### config.mk
export PLATFORM = sky130hd
export DESIGN_NAME = sync_fifo
export DESIGN_NICKNAME = d
export VERILOG_FILES = /design/src/rtl/sync_fifo_pkg.sv /design/src/rtl/sync_fifo_mux.sv /design/src/rtl/sync_fifo_reg.sv /design/src/rtl/sync_fifo.sv
export SDC_FILE = /design/constraint.sdc
export NUM_CORES = 1
export LEC_CHECK = 0
export ABC_AREA = 1
export CORE_MARGIN = 4
export CORE_UTILIZATION = 54
export DETAILED_ROUTE_END_ITERATION = 8
export GPL_TIMING_DRIVEN = 0
export PLACE_DENSITY = 0.78
export SLEW_MARGIN = 20
export SYNTH_ARGS = -nofsm -noshare
export SYNTH_HDL_FRONTEND = slang
export SYNTH_SLANG_ARGS = --single-unit
### constraint.sdc
create_clock -name clock -period 2.4 [get_ports clock]
set_input_delay 0.48 -clock clock [delete_from_list [all_inputs] [get_ports clock]]
set_output_delay 0.48 -clock clock [all_outputs]
set_load 0.03 [all_outputs]
### src/rtl/sync_fifo_pkg.sv
//------------------------------------------------------------------------------
// Module   : sync_fifo_pkg
// Brief    : Shared types and helpers for the synchronous FIFO slice.
// Revision : 1.0 - initial release
//------------------------------------------------------------------------------
`default_nettype none

package sync_fifo_pkg;

  typedef enum logic [1:0] {
    OP_NONE = 2'b00,
    OP_POP  = 2'b01,
    OP_PUSH = 2'b10,
    OP_BOTH = 2'b11
  } fifo_op_e;

  function automatic fifo_op_e decode_op(input logic push, input logic pop);
    return fifo_op_e'({push, pop});
  endfunction

endpackage

`default_nettype wire

### src/rtl/sync_fifo_mux.sv
//------------------------------------------------------------------------------
// Module   : sync_fifo_mux
// Brief    : Library N-input multiplexer with a binary select.
// Revision : 1.0 - initial release
//------------------------------------------------------------------------------
`default_nettype none

module sync_fifo_mux #(
  parameter int WIDTH  = 8,
  parameter int INPUTS = 4
) (
  input  logic [$clog2(INPUTS)-1:0]    sel,
  input  logic [INPUTS-1:0][WIDTH-1:0] in_data,
  output logic [WIDTH-1:0]             out_data
);

  assign out_data = in_data[sel];

endmodule

`default_nettype wire

### src/rtl/sync_fifo_reg.sv
//------------------------------------------------------------------------------
// Module   : sync_fifo_reg
// Brief    : Library register: async reset to zero, sync clear, load enable.
// Revision : 1.0 - initial release
//------------------------------------------------------------------------------
`default_nettype none

module sync_fifo_reg #(
  parameter int WIDTH = 8
) (
  input  logic             clock,
  input  logic             reset,
  input  logic             clear,
  input  logic             en,
  input  logic [WIDTH-1:0] d,
  output logic [WIDTH-1:0] q
);

  // clear outranks en so a flush wins over a same-cycle load
  always_ff @(posedge clock or posedge reset) begin
    if (reset) begin
      q <= '0;
    end else if (clear) begin
      q <= '0;
    end else if (en) begin
      q <= d;
    end
  end

endmodule

`default_nettype wire

### src/rtl/sync_fifo.sv
//------------------------------------------------------------------------------
// Module   : sync_fifo
// Brief    : First-word fall-through synchronous FIFO built from library
//            registers and a read-select mux.
// Revision : 1.0 - initial release
//------------------------------------------------------------------------------
`default_nettype none

module sync_fifo
  import sync_fifo_pkg::*;
#(
  parameter int WIDTH = 8,
  parameter int DEPTH = 4
) (
  input  logic                       clock,
  input  logic                       reset,
  input  logic                       clear,
  input  logic [WIDTH-1:0]           in_data,
  input  logic                       in_valid,
  output logic                       in_ready,
  output logic [WIDTH-1:0]           out_data,
  output logic                       out_valid,
  input  logic                       out_ready,
  output logic [$clog2(DEPTH+1)-1:0] count,
  output logic                       full,
  output logic                       empty
);

  localparam int PTR_W = $clog2(DEPTH);
  localparam int CNT_W = $clog2(DEPTH + 1);

  logic [PTR_W-1:0]            r_wr_ptr;
  logic [PTR_W-1:0]            r_rd_ptr;
  logic [PTR_W-1:0]            w_wr_ptr_next;
  logic [PTR_W-1:0]            w_rd_ptr_next;
  logic [CNT_W-1:0]            r_count;
  logic [CNT_W-1:0]            w_count_next;
  logic                        w_count_en;
  logic [DEPTH-1:0][WIDTH-1:0] r_entry;
  logic                        w_push;
  logic                        w_pop;
  fifo_op_e                    w_op;

  assign full      = (r_count == CNT_W'(DEPTH));
  assign empty     = (r_count == '0);
  assign in_ready  = !full;
  assign out_valid = !empty;
  assign count     = r_count;

  assign w_push = in_valid & in_ready;
  assign w_pop  = out_valid & out_ready;
  assign w_op   = decode_op(w_push, w_pop);

  // DEPTH is a power of two, so natural overflow gives modulo-DEPTH wrap
  assign w_wr_ptr_next = r_wr_ptr + PTR_W'(1);
  assign w_rd_ptr_next = r_rd_ptr + PTR_W'(1);

  always_comb begin
    w_count_next = r_count;
    w_count_en   = 1'b0;
    case (w_op)
      OP_PUSH: begin
        w_count_next = r_count + CNT_W'(1);
        w_count_en   = 1'b1;
      end
      OP_POP: begin
        w_count_next = r_count - CNT_W'(1);
        w_count_en   = 1'b1;
      end
      default: begin
        w_count_next = r_count;
        w_count_en   = 1'b0;
      end
    endcase
  end

  sync_fifo_reg #(.WIDTH(PTR_W)) u_wr_ptr (
    .clock (clock),
    .reset (reset),
    .clear (clear),
    .en    (w_push),
    .d     (w_wr_ptr_next),
    .q     (r_wr_ptr)
  );

  sync_fifo_reg #(.WIDTH(PTR_W)) u_rd_ptr (
    .clock (clock),
    .reset (reset),
    .clear (clear),
    .en    (w_pop),
    .d     (w_rd_ptr_next),
    .q     (r_rd_ptr)
  );

  sync_fifo_reg #(.WIDTH(CNT_W)) u_count (
    .clock (clock),
    .reset (reset),
    .clear (clear),
    .en    (w_count_en),
    .d     (w_count_next),
    .q     (r_count)
  );

  // Storage is never flushed by clear; a push coinciding with clear is dropped
  for (genvar i = 0; i < DEPTH; i++) begin : g_entry
    sync_fifo_reg #(.WIDTH(WIDTH)) u_entry (
      .clock (clock),
      .reset (reset),
      .clear (1'b0),
      .en    (w_push && !clear && (r_wr_ptr == PTR_W'(i))),
      .d     (in_data),
      .q     (r_entry[i])
    );
  end

  sync_fifo_mux #(.WIDTH(WIDTH), .INPUTS(DEPTH)) u_rd_mux (
    .sel      (r_rd_ptr),
    .in_data  (r_entry),
    .out_data (out_data)
  );

endmodule

`default_nettype wire
* Yosys cells after proc, flatten, opt, wreduce, memory -nomap -nowiden *
Cells that the tools add are included.

storage, ports and cells
  bits in registers = 39
  bits of input ports = 13
  output and inout bits = 15

cells by class
  add/subtract/negate cells = 4
  magnitude comparators = 1
  equal/unequal tests = 6
  multiplexer cells = 10
  bitwise gates (word level) = 2
  reduce and logical (&&, ||, !) cells = 16

operator list
  operator                                                                       number
  8-bit binary-select mux with 2-bit select                                      1
  2-bit two-way mux                                                              4
  8-bit two-way mux                                                              1
  2-bit == test (second input constant)                                          3
  3-bit two-way mux                                                              2
  3-bit one-hot mux with 2 select lines                                          1
  2-bit nonzero test                                                             3
  1-bit logical AND                                                              5
  2-bit by 1-bit adder with 2-bit output (second input constant)                 2
  2-bit by 1-bit == test with 1-bit output (second input constant)               2
  3-bit by 1-bit adder with 3-bit output (second input constant)                 1
  3-bit == test (second input constant)                                          1
  1-bit zero test                                                                3
  3-bit zero test                                                                1
  2-bit by 3-bit less-than comparator with 1-bit output (second input constant)  1
  3-bit nonzero test                                                             1
  3-bit by 1-bit subtractor with 3-bit output (second input constant)            1
  1-bit AND                                                                      2
  2-bit zero test                                                                1
  2-bit AND reduction                                                            1
  2-bit OR reduction                                                             1
  1-bit two-way mux                                                              1

* Longest topological paths before layout *
Gate-level depths: netlist of the first run.

  word-level depth = 8
  mapped depth = 11
  depth with buffers taken out = 11

* Cells and area by module *
Synthesis of the first run repeated with hierarchy kept, for this count alone.

second synthesis, totals
  cells, all modules = 320
  area total of the unflattened synthesis = 2329.7 sq um

by module, submodules not included
  module                                  instances  cells an instance  area an instance (sq um)  seq. area each (sq um)
  sync_fifo_reg (g_entry[0].u_entry ...)  4          36                 339.1                     200.2
  sync_fifo_mux                           1          94                 395.4                     0.0
  sync_fifo                               1          45                 274.0                     0.0
  sync_fifo_reg (u_rd_ptr ...)            2          11                 88.8                      50.0
  sync_fifo_reg (u_count)                 1          15                 126.4                     75.1

* Least setup slack after synthesis of the first run *
No wires, ideal clock.

  path kind = reg2reg
  from = reg u_count.q[0]
  to = reg u_count.q[2]
  setup time = 0.118 ns
  data arrival time = 2.022 ns
  required time = 2.282 ns
  slack = 0.260 ns
  cell stages (with the launch flop) = 12
  path through = dfrtp_1 nor2_2 nand2_2 nand2_2 inv_1 ha_1 xor2_1 ha_1 nor2_1 nand3_1 nand3_1 nand2_1

on the way
  cells in the longest elaborated chain, start to end = 8
  elaborated cells between the ends (all ways) = 18
  those cells by class = add/sub: 2; eq/ne: 3; mux: 4; bitwise: 2; reduce/logical: 7

ends and longest elaborated chain
  element                                                                           RTL line             RTL
  start: declaration                                                                sync_fifo_reg.sv:16  output logic [WIDTH-1:0] q
  start signal: assignment                                                          sync_fifo_reg.sv:22  q <= '0;
  start signal: assignment                                                          sync_fifo_reg.sv:24  q <= '0;
  start signal: assignment                                                          sync_fifo_reg.sv:26  q <= d;
  3-bit zero test (*)                                                               sync_fifo.sv:45      assign empty = (r_count == '0);
  1-bit zero test (*)                                                               sync_fifo.sv:47      assign out_valid = !empty;
  net out_valid                                                                     sync_fifo.sv:22      output logic out_valid,
  1-bit AND (*)                                                                     sync_fifo.sv:51      assign w_pop = out_valid & out_ready;
  2-bit by 1-bit == test with 1-bit output / 2-bit == test (equally long branches)  sync_fifo.sv:61      case (w_op)
  2-bit OR reduction (no line)                                                      --
  1-bit two-way mux                                                                 sync_fifo.sv:61
  2-bit nonzero test (no line)                                                      --
  2-bit AND reduction (no line)                                                     --

The timed path passes the listed nets; every way through them passes the cells marked *. The select of a mux whose other input is x is not followed.
A chain may end at the register's enable or synchronous reset.

* Final worst setup path of the first run *
  from = reg u_rd_ptr.q[0]
  to = out out_data[5]

on the way
  cells in the longest elaborated chain, start to end = 2

ends and longest elaborated chain
  element                                    RTL line             RTL
  start: declaration                         sync_fifo_reg.sv:16
  start signal: assignment                   sync_fifo_reg.sv:22
  start signal: assignment                   sync_fifo_reg.sv:24
  start signal: assignment                   sync_fifo_reg.sv:26
  8-bit binary-select mux with 2-bit select  sync_fifo_mux.sv:17  assign out_data = in_data[sel];
  8-bit two-way mux (implied by the code)    sync_fifo_mux.sv:17
  end: declaration                           sync_fifo.sv:21      output logic [WIDTH-1:0] out_data,

Every way passes these cells. The select of a mux whose other input is x is not followed.

==> flow_summary.ini, run 1 <==
[global_route]
grt_overflow_total = 0
grt_max_degree = 30
track_usage = 0.236
antenna_found_initial = 0
grt_pass1_vias = 1863
grt_pass1_wl_um = 9090

[routing]
drc = 0
drt-pass1-iter-count = 4
wire_per_inst_um = 16.1
wl_um = 5520
drt_iter0_drc = 225
vias_per_cell = 5.68
vias = 1949
postRouteAntennaNets = 0

[timing]
final.min_clock_period_ps = 2310
clock.fmax_mhz = 433
worst_slack_ps = 91.8
clock_skew_ps = 10.3
slew_headroom = 0.648
tightestPinTransition_ps = 529
final_max_slew_viol_count = 0
hold_viol_final = 0
finalSetupViolCount = 0
timing.hold.ws_ps = 430
period_share = 0.962
fin_tns_setup_ps = 0
rsz0062_at_grt = no

[critical_path]
critPathKind = flip-flop to output port
end_kind = output port
startpoint_type = flip-flop
arrival_ps = 1830
cp.required_ps = 1920
crit_path_max_fanout = 10
reg2regPathDepth = 6

[cells_and_area]
drive_above_1_share = 0.122
regArea_um2 = 976
syn2layout_area_growth_pct = 22.7
fin_nets = 315
n_fill_cell = 294
multiInputGateArea_um2 = 961
antenna-diode-count = 0
stdcell_area_mm2 = 0.00255
instances_no_fill = 343

[clock_network]
htree_levels = 2
cts_hold_buf = 0
cts_buffers = 5
cts_tree = done
clockBufferDepth = 2
clk_pin_slew_ps = 80
cts_root_buf = clkbuf_8
clock_latency_ps = 290
numClockSinks = 39

[synthesis]
synthTopCellsByCount = nand2_1, dfrtp_1, nand4_1
async_flop_share = 1.00
yosys_warnings = 0
syn_area_per_cell_um2 = 8.10
synth_area_leader_cell = dfrtp_1
synthesis.area_mm2 = 0.00208
synth-seq-area-share = 0.469
netlist_instances = 257
synth-edff-count = 0
synth_cell_type_count = 18
synth_ff_type = dfrtp_1
ys_seq_elements = 39
syn_nets = 278
synthTopCellsByArea = dfrtp_1, nand2_1, nand4_1, ha_1, o21ai_0
netlist.area_leader.share = 0.469
synth.most_common_cell = nand2_1

[power_and_ir_drop]
power.internal_mw = 1.39
power.leakage_nw = 1.33
p_per_area_mw_per_mm2 = 863
p_sw_frac = 0.372
pwr-share-comb = 0.360
pwr-share-clk = 0.221
seq_power_share = 0.419
p_sw_uw = 820
ir_drop_mv = 0.567

[floorplanning]
die_y_um = 70.1
rows = 22
die-area_mm2 = 0.00491
die_w_um = 70.1
io_pins = 28
core_area_mm2 = 0.00369
initial_utilization = 0.564

[status]
status = finished clean

[flow_run]
drv_cap = 0

[worst_hold_path]
min_path_type = input pin to async pin

[place]
place_inst = 333
hpwl_um = 3690
gp_congestion = 0.845
postPlaceCellArea_mm2 = 0.00243
dpl_worst_slack_ps = -64.7
io_buffer_count = 27
==> routing by layer <==
metal / vias up / global-route usage / wire (um)
li1: 935 / - / -
met4: 0 / 0.0851 / 82
met2: 88 / 0.354 / 2650
met3: 8 / 0.0647 / 415
met5: - / 0 / 0
met1: 918 / 0.329 / 2370
==> logic make-up after synthesis <==
logic type	synth area share
simple gates	0.322
flops	0.469
buf+inv	0.0721
compound gates	0.0811
fa+ha+maj	0.0481
xor+xnor	0.00841
==> power groups by stage <==
stage	sequential (mW)	clock, mW	combinational, mW
floorplan	0.918	0	0.513
global placement	0.923	0	0.782
detailed placement	0.927	0	0.800
CTS	0.917	0.486	0.785
global route	0.944	0.527	0.876
finish	0.925	0.487	0.793
==> state kept, by name (all words and copies together) (netlist names) <==
name	count
g_entry.u_entry.q	32
u_count.q	3
u_rd_ptr.q	2
u_wr_ptr.q	2
==> cells in the final DEF (no fill, tap or decap), drive strengths merged <==
master         count
nand4             36
clkdlybuf4s50     19
o21bai             1
nand3              4
clkbuf            16
nor2              24
o22ai              8
xor2               2
a21oi              1
clkinvlp           1
dfrtp             39
buf               13
o21ai             19
ha                 8
clkdlybuf4s15      5
nand2             85
inv               14
==> path summary, 6_finish.rpt <==
kind	end	slack (ps)	from
max reg2reg	g_entry[0].u_entry.q[5]$_DFFE_PP0P_	400	u_wr_ptr.q[0]$_DFFE_PP0P_
min in group clock	g_entry[1].u_entry.q[3]$_DFFE_PP0P_	480	g_entry[1].u_entry.q[3]$_DFFE_PP0P_
max	out_data[5]	90	u_rd_ptr.q[0]$_DFFE_PP0P_
min	g_entry[3].u_entry.q[2]$_DFFE_PP0P_	430	reset
min reg2reg	g_entry[1].u_entry.q[3]$_DFFE_PP0P_	480	g_entry[1].u_entry.q[3]$_DFFE_PP0P_
max in group asynchronous	g_entry[2].u_entry.q[3]$_DFFE_PP0P_	1530	reset
==> final cells by class <==
type / instances / share of cell area
flip-flops and latches: 39 / 0.382
multi-input cells: 188 / 0.376
repair buffers: 31 / 0.119
clock buffers: 8 / 0.0392
plain buffers: 14 / 0.0372
inverters: 15 / 0.0235
well taps: 48 / 0.0235
==> worst max-delay path, stage by stage (launching register included) <==
cell and delay [ps]:
dfrtp_1 330, clkbuf_4 220, clkinvlp_4 160, buf_4 200
o21ai_0 230, o22ai_1 110, clkdlybuf4s15_2 290
==> stage by stage <==
| step | util | total power, mW |
|---|---|---|
| 2_1_floorplan | - | 1.43 |
| 5_1_grt | 0.693 | 2.35 |
| 3_3_place_gp | 0.654 | 1.71 |
| 6_report | 0.693 | 2.20 |
| 4_1_cts | 0.689 | 2.19 |
| 3_5_place_dp | 0.659 | 1.73 |
==> what timing repair did <==
item / 4_1_cts / 5_1_grt
endpoints found under the setup margin: 8 / 10
buffers inserted: 0 / 3
gates resized for setup: 21 / 7
No activity file was read; power rests on OpenSTA's default activity.
==> inputs of run 2 (changes only) <==
--- a/config.mk
+++ b/config.mk
@@ -6,6 +6,7 @@
 export NUM_CORES = 1
 export LEC_CHECK = 0
 export ABC_AREA = 1
+export CORE_ASPECT_RATIO = 0.7
 export CORE_MARGIN = 4
 export CORE_UTILIZATION = 54
 export DETAILED_ROUTE_END_ITERATION = 8
==> run 2 against run 1 <==
Net effect: wire length grew 5.4%; utilization grew 0.37 points; maximum frequency up 0.62%; worst setup slack gained 14 ps; hold slack gained 9.0 ps; critical endpoint unchanged; largest cell class unchanged.
==> flow_summary.ini, run 2 (synthesized netlist as in run 1, its figures left out) <==
[status]
status = finished clean

[timing]
hold_viol_final = 0
timing.hold.ws_ps = 439
worst_slack_ps = 106
clock_skew_ps = 3.42
finalSetupViolCount = 0
fin_tns_setup_ps = 0
period_share = 0.956
tightestPinTransition_ps = 521
rsz0062_at_grt = no
final_max_slew_viol_count = 0
final.min_clock_period_ps = 2290
clock.fmax_mhz = 436
slew_headroom = 0.653

[global_route]
grt_pass1_vias = 1903
antenna_found_initial = 0
grt_pass1_wl_um = 9430
grt_overflow_total = 0
track_usage = 0.260
grt_max_degree = 30

[clock_network]
numClockSinks = 39
cts_hold_buf = 0
clk_pin_slew_ps = 80
clockBufferDepth = 2
cts_setup_buffers = 0
htree_levels = 2
cts_buffers = 5
cts_tree = done
clock_latency_ps = 280
cts_root_buf = clkbuf_8

[cells_and_area]
layout_common_cells = nand2_1, dfrtp_1, nand4_1
antenna-diode-count = 0
largest-register = g_entry.u_entry.q
syn2layout_area_growth_pct = 21.3
reg_top3 = g_entry.u_entry.q (32), u_count.q (3)
fin_util = 0.696
drive_above_1_share = 0.110
n_fill_cell = 291
instances_no_fill = 342
largest_reg_flops = 32
fin_nets = 312
final_common_cell = nand2_1
stdcell_area_mm2 = 0.00252

[critical_path]
crit_buf_inv = 4
crit_path_max_fanout = 10
startpoint_type = flip-flop
rrSetupSlack_ps = 340
critPathKind = flip-flop to output port
end_kind = output port
worst_path_max_delay_cell = dfrtp_1
cp.required_ps = 1920
arrival_ps = 1810
path_cells = buf_2, inv_2, buf_4, o21ai_0, o22ai_1, clkdlybuf4s15_2
crit_family = buffers and inverters
critPathMaxStageDelay_ps = 360

[floorplanning]
initial_utilization = 0.574
rows = 18
io_pins = 28
die_y_um = 60.0
die_w_um = 82.2
die-area_mm2 = 0.00493
core_area_mm2 = 0.00363

[place]
place_inst = 335
gp_congestion = 0.851
postPlaceCellArea_mm2 = 0.00243
hpwl_um = 4020
io_buffer_count = 27
dpl_worst_slack_ps = -138

[routing]
drt_iter0_drc = 237
drc = 0
vias_per_cell = 5.75
postRouteAntennaNets = 0
wl_um = 5820
wire_per_inst_um = 17.0
drt-pass1-iter-count = 5
vias = 1967

[power_and_ir_drop]
p_per_area_mw_per_mm2 = 854
power.leakage_nw = 1.31
total_power_mw = 2.16
ir_drop_mv = 0.679

[flow_run]
drv_cap = 0

[worst_hold_path]
min_path_type = input pin to async pin
==> run 2: area by class of cell <==
class / instances / area, um2 / share of cell area
Clock inverter: 1 / 5.00 / 0.00198
Clock buffer: 7 / 76.3 / 0.0302
Tap cell: 50 / 62.6 / 0.0248
Sequential cell: 39 / 976 / 0.387
Timing Repair Buffer: 28 / 293 / 0.116
Multi-Input combinational cell: 188 / 963 / 0.382
Buffer: 14 / 92.6 / 0.0367
Inverter: 15 / 56.3 / 0.0223
==> run 2: routing by layer <==
layer  vias up  track usage  wire length, um
met2       111        0.379             2560
met1       915        0.378             2690
met4         0       0.0687               55
met3         8       0.0738              512
li1        933            -                -
met5         -            0                0
==> run 2: worst paths after layout <==
path | endpoint | from | cells past startpoint
max in group asynchronous | g_entry[1].u_entry.q[3]$_DFFE_PP0P_ | reset | 3
worst max-delay path | out_data[5] | u_rd_ptr.q[0]$_DFFE_PP0P_ | 6
worst min register to register | g_entry[0].u_entry.q[3]$_DFFE_PP0P_ | g_entry[0].u_entry.q[3]$_DFFE_PP0P_ | 2
worst min-delay path | g_entry[2].u_entry.q[2]$_DFFE_PP0P_ | reset | 2
min in group clock | g_entry[0].u_entry.q[3]$_DFFE_PP0P_ | g_entry[0].u_entry.q[3]$_DFFE_PP0P_ | 2
worst max register to register | u_count.q[2]$_DFFE_PP0P_ | u_count.q[0]$_DFFE_PP0P_ | 11
==> run 2: worst register-to-register path: stages (launching register included) <==
cell and delay, ps:
dfrtp_1 460, nor2_4 220, nand2_2 100, nand2_2 110, inv_1 100, ha_1 260, xor2_1 160, ha_1 210
nor2_1 130, nand3_1 90, nand3_1 70, nand2_1 50
==> run 2: where the power goes <==
part | leakage [nW] | internal, mW | switching (mW)
clock | 0.0422 | 0.204 | 0.224
combinational | 0.757 | 0.296 | 0.505
sequential | 0.507 | 0.823 | 0.104
==> run 2: timing repair <==
action	CTS	global route
setup endpoints to repair	8	11
resized for setup	23	4
pin swaps	0	0
cloned	0	0
==> inputs of run 3 (changes only) <==
--- a/config.mk
+++ b/config.mk
@@ -12,6 +12,7 @@
 export DETAILED_ROUTE_END_ITERATION = 8
 export GPL_TIMING_DRIVEN = 0
 export PLACE_DENSITY = 0.78
+export RECOVER_POWER = 25
 export SLEW_MARGIN = 20
 export SYNTH_ARGS = -nofsm -noshare
 export SYNTH_HDL_FRONTEND = slang
==> run 3 against run 2 <==
Net effect: first-iteration DRC count is 6.8% higher; count of clock-buffer cells in the layout stayed put; wire length is 0.26% lower; non-clock buffer count stayed put; largest cell class unchanged; clock skew is 1.4 ps higher.
==> flow_summary.ini, run 3 (synthesized netlist as in run 1, its figures left out) <==
[routing]
drc = 0
drt-pass1-iter-count = 5
vias_per_cell = 5.75
postRouteAntennaNets = 0
wire_per_inst_um = 17.0
drt_iter0_drc = 253
wl_um = 5800
vias = 1966

[timing]
slew_headroom = 0.514
fin_tns_setup_ps = 0
hold_viol_final = 0
rsz0062_at_grt = no
worst_slack_ps = 101
tightestPinTransition_ps = 729
period_share = 0.958
final.min_clock_period_ps = 2300
final_max_slew_viol_count = 0
finalSetupViolCount = 0
clock.fmax_mhz = 435
clock_skew_ps = 4.80

[cells_and_area]
antenna-diode-count = 0
drive_above_1_share = 0.106
multiInputGateArea_um2 = 963
largest-register = g_entry.u_entry.q
fin_nets = 312
fin_util = 0.692
n_fill_cell = 293
reg_top3 = g_entry.u_entry.q (32), u_count.q (3)
instances_no_fill = 342
regArea_um2 = 976
syn2layout_area_growth_pct = 20.6
final_common_cell = nand2_1
layout_common_cells = nand2_1, dfrtp_1, nand4_1
largest_reg_flops = 32

[power_and_ir_drop]
ir_drop_mv = 0.671
power.leakage_nw = 1.30
p_per_area_mw_per_mm2 = 856
total_power_mw = 2.15

[critical_path]
critPathKind = flip-flop to output port
r2r_end = u_count.q[2]$_DFFE_PP0P_
end_kind = output port
crit_family = buffers and inverters
startpoint_type = flip-flop
cp_num_cells = 6
startpoint = u_rd_ptr.q[0]$_DFFE_PP0P_
r2r_start = u_count.q[0]$_DFFE_PP0P_
crit_buf_inv = 4
rrSetupSlack_ps = 350
crit_path_max_fanout = 10
path_cells = buf_2, inv_2, buf_4, o21ai_0, o22ai_1, clkdlybuf4s15_2
crit_end = out_data[5]
critPathMaxStageDelay_ps = 360
cp.required_ps = 1920
reg2regPathDepth = 11
arrival_ps = 1820
worst_path_max_delay_cell = dfrtp_1

[place]
io_buffer_count = 27
dpl_worst_slack_ps = -138
place_inst = 335
gp_congestion = 0.851
hpwl_um = 4020

[clock_network]
clock_latency_ps = 280
numClockSinks = 39
cts_buffers = 5
clk_pin_slew_ps = 80
clockBufferDepth = 2
cts_tree = done
cts_root_buf = clkbuf_8
htree_levels = 2

[flow_run]
drv_cap = 0

[floorplanning]
die-area_mm2 = 0.00493
rows = 18
io_pins = 28
initial_utilization = 0.574
core_area_mm2 = 0.00363
die_y_um = 60.0
die_w_um = 82.2

[global_route]
busiest_layer = met2
antenna_found_initial = 0
use_met1 = 0.378
use_met3 = 0.0738
grt_pass1_vias = 1903
grt_max_degree = 30
grt_pass1_wl_um = 9430
use_met2 = 0.379
grt_overflow_total = 0
track_usage = 0.260

[status]
status = finished clean

[worst_hold_path]
min_path_type = flip-flop to flip-flop
[run 3: repair_timing]
item,in CTS,in global routing
endpoints found under the hold margin,0,0
hold buffers,0,0
pin swaps,0,0
endpoints found under the setup margin,8,11
buffers inserted,0,0
gates resized for setup,23,4
[run 3: cell type report]
type	instances	area share
Clock buffer	7	0.0304
Multi-Input combinational cell	188	0.384
Buffer	14	0.0369
Timing Repair Buffer	28	0.111
Tap cell	50	0.0249
Sequential cell	39	0.389
Inverter	15	0.0224
Clock inverter	1	0.00199
[run 3: worst min path at each step]
stage	start	endpoint	slack, ps	cells past startpoint
CTS	reset	u_count.q[2]$_DFFE_PP0P_	450	2
global route	g_entry[1].u_entry.q[4]$_DFFE_PP0P_	g_entry[1].u_entry.q[4]$_DFFE_PP0P_	500	2
global placement	g_entry[1].u_entry.q[5]$_DFFE_PP0P_	g_entry[1].u_entry.q[5]$_DFFE_PP0P_	460	2
detailed placement	g_entry[1].u_entry.q[2]$_DFFE_PP0P_	g_entry[1].u_entry.q[2]$_DFFE_PP0P_	460	2
floorplan	g_entry[2].u_entry.q[0]$_DFFE_PP0P_	g_entry[2].u_entry.q[0]$_DFFE_PP0P_	440	2
finish	g_entry[0].u_entry.q[3]$_DFFE_PP0P_	g_entry[0].u_entry.q[3]$_DFFE_PP0P_	480	2
[run 3: per-layer routing]
layer,up-vias,wire length (um)
met4,0,68
met5,-,0
met1,920,2620
met2,99,2560
li1,937,-
met3,10,555
[run 3: tightest hold or removal path: stages, from the launching register on]
cell and delay [ps]:
dfrtp_1 340, nand2_1 50, nand2_1 60
[run 3: stage by stage]
step | hold WS [ps] | area (um2)
after floorplan | 444 | 2080
after global placement | 460 | 2410
after detailed placement | 461 | 2430
after CTS | 449 | 2530
final | 483 | 2510
after global routing | 498 | 2510
[run 3: report_power, final]
group          internal, mW  leakage (nW)  switching (mW)
sequential            0.823         0.507           0.104
combinational         0.293         0.753           0.504
clock                 0.204        0.0422           0.220
total                  1.32          1.30           0.828
